$ cat src/rtl/seg_scan_capture.sv
`default_nettype none
// ============================================================================
//  Module   : seg_scan_capture
//  Purpose  : Receive side of a time-multiplexed hex display bus. Samples the
//             digit select / nibble pair, rejects short glitches, rebuilds the
//             displayed 32-bit word plus per-digit enable mask and publishes
//             one snapshot per fixed frame window.
//  Revision : 1.0  initial release
// ----------------------------------------------------------------------------
//  Parameters
//    STABLE_CYCLES : identical samples needed before a digit is accepted (2..255)
//    FRAME_CYCLES  : capture window length in clk cycles (>= 8*(STABLE_CYCLES+3))
//  Ports
//    clk        : system clock, all state on rising edge
//    rst        : asynchronous active-low reset
//    seg_an     : observed digit select (asynchronous to clk)
//    seg_data   : observed hex nibble   (asynchronous to clk)
//    data_out   : last published word, nibble i = value shown on digit i
//    valid_out  : last published mask, bit i = digit i accepted in window
//    frame_done : one-cycle pulse on the cycle after a publication
//    changed    : with frame_done, publication differs from the previous one
// ============================================================================
module seg_scan_capture #(
    parameter int STABLE_CYCLES = 4,
    parameter int FRAME_CYCLES  = 65536
) (
    input  logic        clk,
    input  logic        rst,
    input  logic [2:0]  seg_an,
    input  logic [3:0]  seg_data,
    output logic [31:0] data_out,
    output logic [7:0]  valid_out,
    output logic        frame_done,
    output logic        changed
);

    localparam int             TW          = (FRAME_CYCLES > 1) ? $clog2(FRAME_CYCLES) : 1;
    localparam logic [TW-1:0]  C_TIMER_LAST = TW'(FRAME_CYCLES - 1);
    localparam logic [7:0]     C_RUN_MAX    = 8'(STABLE_CYCLES);

    // Synchronizer and stability filter state; {an, data} packed as [6:4],[3:0]
    logic [6:0]    sync1_q, sync2_q;
    logic [6:0]    prev_q;
    logic [7:0]    run_q, run_d;

    // Per-window capture
    logic [31:0]   shadow_q, shadow_d;
    logic [7:0]    seen_q, seen_d;
    logic [TW-1:0] timer_q, timer_d;

    // Registered outputs
    logic [31:0]   data_q;
    logic [7:0]    valid_q;
    logic          frame_done_q;
    logic          changed_q;

    logic          w_same;
    logic          w_accept;
    logic          w_publish;
    logic [31:0]   w_pub_data;

    assign w_same    = (sync2_q == prev_q);
    // Fires only on the transition into saturation, so a held value never re-fires
    assign w_accept  = w_same && (run_q == C_RUN_MAX - 8'd1);
    assign w_publish = (timer_q == C_TIMER_LAST);

    always_comb begin
        run_d = run_q;
        if (!w_same) begin
            run_d = 8'd1;
        end else if (run_q < C_RUN_MAX) begin
            run_d = run_q + 8'd1;
        end
    end

    // "Next" capture state includes an accept on the current edge, so an accept
    // coinciding with the publish edge still lands in the closing frame.
    always_comb begin
        shadow_d = shadow_q;
        seen_d   = seen_q;
        if (w_accept) begin
            shadow_d[{prev_q[6:4], 2'b00} +: 4] = prev_q[3:0];
            seen_d[prev_q[6:4]]                 = 1'b1;
        end
    end

    always_comb begin
        w_pub_data = '0;
        for (int i = 0; i < 8; i++) begin
            if (seen_d[i]) begin
                w_pub_data[4*i +: 4] = shadow_d[4*i +: 4];
            end
        end
    end

    assign timer_d = w_publish ? '0 : timer_q + TW'(1);

    always_ff @(posedge clk or negedge rst) begin
        if (!rst) begin
            sync1_q      <= '0;
            sync2_q      <= '0;
            prev_q       <= '0;
            run_q        <= '0;
            shadow_q     <= '0;
            seen_q       <= '0;
            timer_q      <= '0;
            data_q       <= '0;
            valid_q      <= '0;
            frame_done_q <= 1'b0;
            changed_q    <= 1'b0;
        end else begin
            sync1_q <= {seg_an, seg_data};
            sync2_q <= sync1_q;
            prev_q  <= sync2_q;
            run_q   <= run_d;
            timer_q <= timer_d;
            if (w_publish) begin
                data_q       <= w_pub_data;
                valid_q      <= seen_d;
                changed_q    <= ({w_pub_data, seen_d} != {data_q, valid_q});
                frame_done_q <= 1'b1;
                shadow_q     <= '0;
                seen_q       <= '0;
            end else begin
                frame_done_q <= 1'b0;
                changed_q    <= 1'b0;
                shadow_q     <= shadow_d;
                seen_q       <= seen_d;
            end
        end
    end

    assign data_out   = data_q;
    assign valid_out  = valid_q;
    assign frame_done = frame_done_q;
    assign changed    = changed_q;

endmodule
`default_nettype wire

$ cat config.mk
export PLATFORM = sky130hd
export DESIGN_NAME = seg_scan_capture
export DESIGN_NICKNAME = d
export VERILOG_FILES = /design/src/rtl/seg_scan_capture.sv
export SDC_FILE = /design/constraint.sdc
export NUM_CORES = 1
export LEC_CHECK = 0
export ABC_AREA = 1
export CORE_ASPECT_RATIO = 0.5
export CORE_MARGIN = 4
export CORE_UTILIZATION = 45
export DETAILED_ROUTE_END_ITERATION = 12
export PLACE_DENSITY = 0.64
export SLEW_MARGIN = 20
export SYNTH_ARGS = -nofsm -noshare
export SYNTH_HDL_FRONTEND = slang
export SYNTH_SLANG_ARGS = --single-unit
$ cat constraint.sdc
create_clock -name clk -period 3.37 [get_ports clk]
set_input_delay 0.674 -clock clk [delete_from_list [all_inputs] [get_ports clk]]
set_output_delay 0.674 -clock clk [all_outputs]
set_load 0.01 [all_outputs]
==> results of run 1 <==
power breakdown:
group,leakage [uW],switching [uW],internal (uW)
Sequential,0.00171,10.4,1540
Combinational,0.00193,128,50.2
Clock,0.000294,737,1180
Total,0.00393,876,2770
state kept, by name, indices dropped and copies added (netlist names):
signal,flops
data_out,32
shadow_q,32
timer_q,16
run_q,8
seen_q,8
valid_out,8
prev_q,7
sync1_q,7
sync2_q,7
changed,1
frame_done,1
final timing paths:
kind / from / to / slack, ns / depth (start not counted)
max: prev_q[5] / changed / 0.16 / 18
min: rst / run_q[4] / 0.29 / 1
max reg2reg: prev_q[5] / changed / 0.16 / 18
min reg2reg: sync1_q[0] / sync2_q[0] / 0.35 / 0
max in group asynchronous: rst / data_out[21] / 2.22 / 2
min in group clk: sync1_q[0] / sync2_q[0] / 0.35 / 0
area by class of cell:
cell class                 count  share of cell area [%]
sequential                   127                    39.1
multi-input combinational    639                    37.1
timing repair buffer          61                    7.29
inverter                     127                    5.94
clock buffer                  18                    5.28
tap                          198                    3.05
clock inverter                14                    2.25
cells in the final DEF, fill, tap and decap left out, drive strengths merged, types with 4 or more instances in the layout:
master and count:
ha 8, clkinv 7, a21oi 8, o21ai 70
dfrtp 127, clkbuf 18, nand4 42, xnor2 6
buf 12, nand3 91, clkdlybuf4s50 49, nor2 90
nand2 283, inv 129, nor3 20, nor4 4
xor2 12
layer usage:
metal,up-vias,track usage (%)
met3,14,4.77
met4,0,5.12
li1,3044,-
met2,162,32.1
met5,-,0
met1,2879,32.1
per-stage QoR:
step                      hold WS, ns  cell area, um2  setup WS [ns]
after CTS                       0.303            8120          0.148
after detailed placement        0.336            7510          0.199
after global placement          0.333            7510          0.212
after floorplan                 0.331            6810          0.481
final                           0.286            8130          0.160
after global routing            0.330            8130         0.0537
cell families after synthesis:
logic type               synth area share, %
buffers and inverters                   9.30
flip-flops                              46.7
AND/OR/NAND/NOR                         34.4
XOR/XNOR                                2.31
AO/OA/AOI/OAI                           5.88
adder cells (fa/ha/maj)                 1.47
timing repair:
action	4_1_cts	5_1_grt
resized for setup	0	2
setup endpoints to repair	0	1
setup buffers	0	0
==> results.json, run 1 <==
{
  "status": "finished, final reports clean",
  "rsz0062_at_grt": "no",
  "yosysSeqAreaShare_pct": 46.7,
  "die_area_um2": 17300,
  "cts.sinks": 127,
  "wl_per_cell_um": 15.1,
  "grt_usage_pct": 21.6,
  "maxSlewViolCount": 0,
  "hold_viol": 0,
  "chipWidth_um": 182,
  "ant_nets": 0,
  "final_core_util_pct": 55.6,
  "synthCells": 924,
  "io_buffers": 50,
  "cp-end-kind": "register",
  "grt_overflow": 0,
  "crit_type": "register to register",
  "met1_length_mm": 9.01,
  "layout.nets": 990,
  "async_reset_ff_share_pct": 100,
  "ys_top_cells_by_area": "dfrtp_1, nand2_1, inv_1",
  "yosysTopAreaCell": "dfrtp_1",
  "critical_path_arrival_ns": 3.51,
  "syn_area_per_cell_um2": 7.37,
  "multi_input_area_um2": 3020,
  "dr.pass1.iters": 5,
  "insertion_delay_ns": 0.41,
  "cp_cell_sequence": "inv_2, ha_1, ha_1, buf_4, nor3_2, nand2_1, nand2_1, nand2_1, nand2_1, nand3_1, nand2_1, nand2_1, nor2_1, nand2_1, nor2_1, nand2_1, nor2_1, nor2_1",
  "ioPinCount": 51,
  "place_inst": 1152,
  "synth.top_cell.area_share_pct": 46.7,
  "cts_tree": "built",
  "grt_max_degree": 81,
  "max_cap_viol_count": 0,
  "viasPerCell": 5.15,
  "drc_errors": 0,
  "synth-edff-count": 0,
  "fin_cells": 1184,
  "finalWirelength_mm": 17.9,
  "syn_nets": 941,
  "max_stage_delay_ns": 0.48,
  "path_max_fanout": 22,
  "synth_top_cells_by_count": "nand2_1, dfrtp_1, inv_1",
  "final-setup-viol-count": 0,
  "fp.dieH_um": 95.0,
  "cts_buffer_depth": 2,
  "netlist_area_um2": 6810,
  "synth_warnings": 0,
  "antenna_found_initial": 0,
  "clkTransAtPathRegs_ns": 0.06,
  "drive_gt1_share_pct": 6.90,
  "cp-start-kind": "register",
  "initial_core_util_pct": 46.6,
  "p_leak_uw": 0.00393,
  "vdd_drop_max_uv": 267,
  "holdBufCountCts": 0,
  "dr.max_layer_used": "met4",
  "nFillCells": 1378,
  "regArea_um2": 3180,
  "hpwlAfterDp_mm": 12.5,
  "p_per_area_nw_per_um2": 449,
  "area_delta_synth_final_pct": 19.4,
  "wl_met2_mm": 7.48,
  "clockRootBuffer": "clkbuf_16",
  "ys.flop_type": "dfrtp_1",
  "wl_met3_mm": 1.27,
  "fmax_mhz": 312,
  "core-area_um2": 14600,
  "synth.distinct_cells": 30,
  "crit_top_cell": "nand2_1",
  "period_minus_slack_ns": 3.21,
  "drt_iter0_markers": 479,
  "rows": 31,
  "max_slew_margin_pct": 41.0,
  "grt_first_pass_wirelength_mm": 29.6,
  "fin_crit_sh_pct": 95.2,
  "htree_levels": 4,
  "cp_slowest_cell": "dfrtp_1",
  "cp_top_family": "simple AND/OR/NAND/NOR gates",
  "cts_buffers": 17,
  "grt_pass1_vias": 5777,
  "worstMarginPinSlew_ns": 0.885,
  "ys_ff_latch": 127,
  "synth_most_common_cell": "nand2_1",
  "cp_num_buf_inv": 2,
  "skew_ns": 0.00912,
  "hold_path.class": "input pin to asynchronous set/reset pin",
  "cp.required_ns": 3.67,
  "power_uw": 3650,
  "n_antenna_cell": 0,
  "tns_ns": 0,
  "routed-via-count": 6099,
  "gp_congestion": 0.949
}
(Power assumes the default switching activity.)
==> run 2: changes to the inputs <==
Settings changed: CORE_MARGIN 4 to 5, CTS_CLUSTER_SIZE set to 20.
Clock period 3.37 ns to 3.95 ns, I/O delays scaled along.
==> run 2 against run 1 <==
Via count decreased by 0.93%. Non-clock buffer count shrank 4. Maximum frequency fell by 3.8%. Critical path depth down 3. Sequential share of layout area rose by 0.10 points. Flip-flop and latch count stayed put. Hold slack gained 0.061 ns. Die area grew 3.2%. Total power decreased by 13%. Wire length fell by 0.38%. Core utilization is 0.29 points lower. Global-route usage is 0.99 points lower. Largest power group unchanged.
==> results.json, run 2 (synthesis gave the netlist of run 1 again) <==
{
  "status": "finished, final reports clean",
  "clkTransAtPathRegs_ns": 0.06,
  "fp.dieH_um": 97.0,
  "nFillCells": 1360,
  "crit_type": "register to register",
  "htree_levels": 4,
  "ioPinCount": 51,
  "maxSlewViolCount": 0,
  "hpwlAfterDp_mm": 12.4,
  "path_max_fanout": 19,
  "cp-start-kind": "register",
  "grt_first_pass_wirelength_mm": 29.3,
  "cts_setup_buffers": 0,
  "timing.hold.ws_ns": 0.347,
  "finalWirelength_mm": 17.8,
  "hold_path.class": "register to register",
  "tns_ns": 0,
  "io_buffers": 50,
  "max_slew_margin_pct": 42.0,
  "antenna_found_initial": 1,
  "die_area_um2": 17800,
  "skew_ns": 0.0111,
  "rows": 31,
  "worstMarginPinSlew_ns": 0.870,
  "grt_max_degree": 73,
  "final_common_cell": "nand2_1",
  "fmax_mhz": 300,
  "wl_per_cell_um": 15.1,
  "area_delta_synth_final_pct": 19.1,
  "drc_errors": 0,
  "final_cell_mix": "nand2_1, dfrtp_1, inv_1",
  "layout.nets": 986,
  "dr.pass1.iters": 5,
  "holdBufCountCts": 0,
  "r2r_slack_ns": 0.61,
  "final_core_util_pct": 55.3,
  "cp.required_ns": 4.25,
  "ant_nets": 0,
  "initial_core_util_pct": 46.4,
  "chipWidth_um": 184,
  "cp-end-kind": "register",
  "rsz0062_at_grt": "no",
  "cts_buffer_depth": 2,
  "vdd_drop_max_uv": 243,
  "cts.sinks": 127,
  "power_uw": 3180,
  "hold_viol": 0,
  "critical_path_arrival_ns": 3.64,
  "grt_usage_pct": 20.6,
  "cts_buffers": 17,
  "fin_crit_sh_pct": 84.5,
  "drt_iter0_markers": 543,
  "core-area_um2": 14700,
  "insertion_delay_ns": 0.42,
  "gp_congestion": 0.917,
  "routed-via-count": 6042,
  "ctsResizeCount": 0,
  "period_minus_slack_ns": 3.34,
  "grt_pass1_vias": 5642,
  "viasPerCell": 5.12,
  "grt_overflow": 0,
  "max_cap_viol_count": 0,
  "n_antenna_cell": 0,
  "drive_gt1_share_pct": 6.42,
  "final-setup-viol-count": 0,
  "clockRootBuffer": "clkbuf_16",
  "p_per_area_nw_per_um2": 392,
  "p_leak_uw": 0.00393,
  "cts_tree": "built"
}
-- run 2: cell types whose count changed in the layout (fill, tap and decap cells not counted), sizes merged --
| cell | delta |
|---|---|
| buf | -4 |
| clkinv | +1 |
| bufinv | +1 |
| clkbuf | -1 |
| inv | -1 |
| clkinvlp | -1 |
-- run 2: metrics by stage --
stage | setup slack, ns | instance area (um2) | std cells
3_3_place_gp | 0.794 | 7480 | 1148
6_report | 0.613 | 8110 | 1179
3_5_place_dp | 0.766 | 7480 | 1148
2_1_floorplan | 1.06 | 6810 | 924
5_1_grt | 0.343 | 8110 | 1179
4_1_cts | 0.756 | 8110 | 1179
-- run 2: layout make-up --
class	instances	area (um2)	share of cell area, %
flip-flops and latches	127	3180	39.2
well taps	198	248	3.05
clock buffers	17	425	5.24
repair buffers	57	563	6.94
inverters	127	483	5.95
clock inverters	14	208	2.56
multi-input cells	639	3010	37.1
-- run 2: power by group --
part | switching (uW) | total (uW) | internal [uW]
Combinational | 109 | 148 | 38.9
Clock | 643 | 1710 | 1070
Sequential | 8.71 | 1320 | 1320
-- run 2: critical path, stage by stage (launching register included) --
cell	delay, ns
dfrtp_1	0.47
inv_2	0.12
ha_1	0.22
ha_1	0.30
clkinv_1	0.39
o21ai_0	0.53
o21ai_0	0.16
nand2_1	0.14
nand3_1	0.12
xor2_1	0.16
nor2_1	0.14
nand2_1	0.07
nor2_1	0.19
nand2_1	0.07
nor2_1	0.09
nor2_1	0.04
-- run 2: final timing paths --
path / startpoint / end / cells past startpoint
max: prev_q[5] / changed / 15
min: sync1_q[2] / sync2_q[2] / 0
max reg2reg: prev_q[5] / changed / 15
min reg2reg: sync1_q[2] / sync2_q[2] / 0
max in group asynchronous: rst / data_out[26] / 2
min in group asynchronous: rst / run_q[4] / 1
-- run 2: layer usage --
layer | routed length (um) | vias up | GRT usage, % | part of all wire [%]
met2 | 7390 | 179 | 28.7 | 41
met1 | 9010 | 2798 | 31.2 | 51
met4 | 212 | 2 | 5.57 | 1.2
met5 | 13 | - | 0 | 0.073
met3 | 1200 | 24 | 5.47 | 6.7
li1 | - | 3039 | - | -
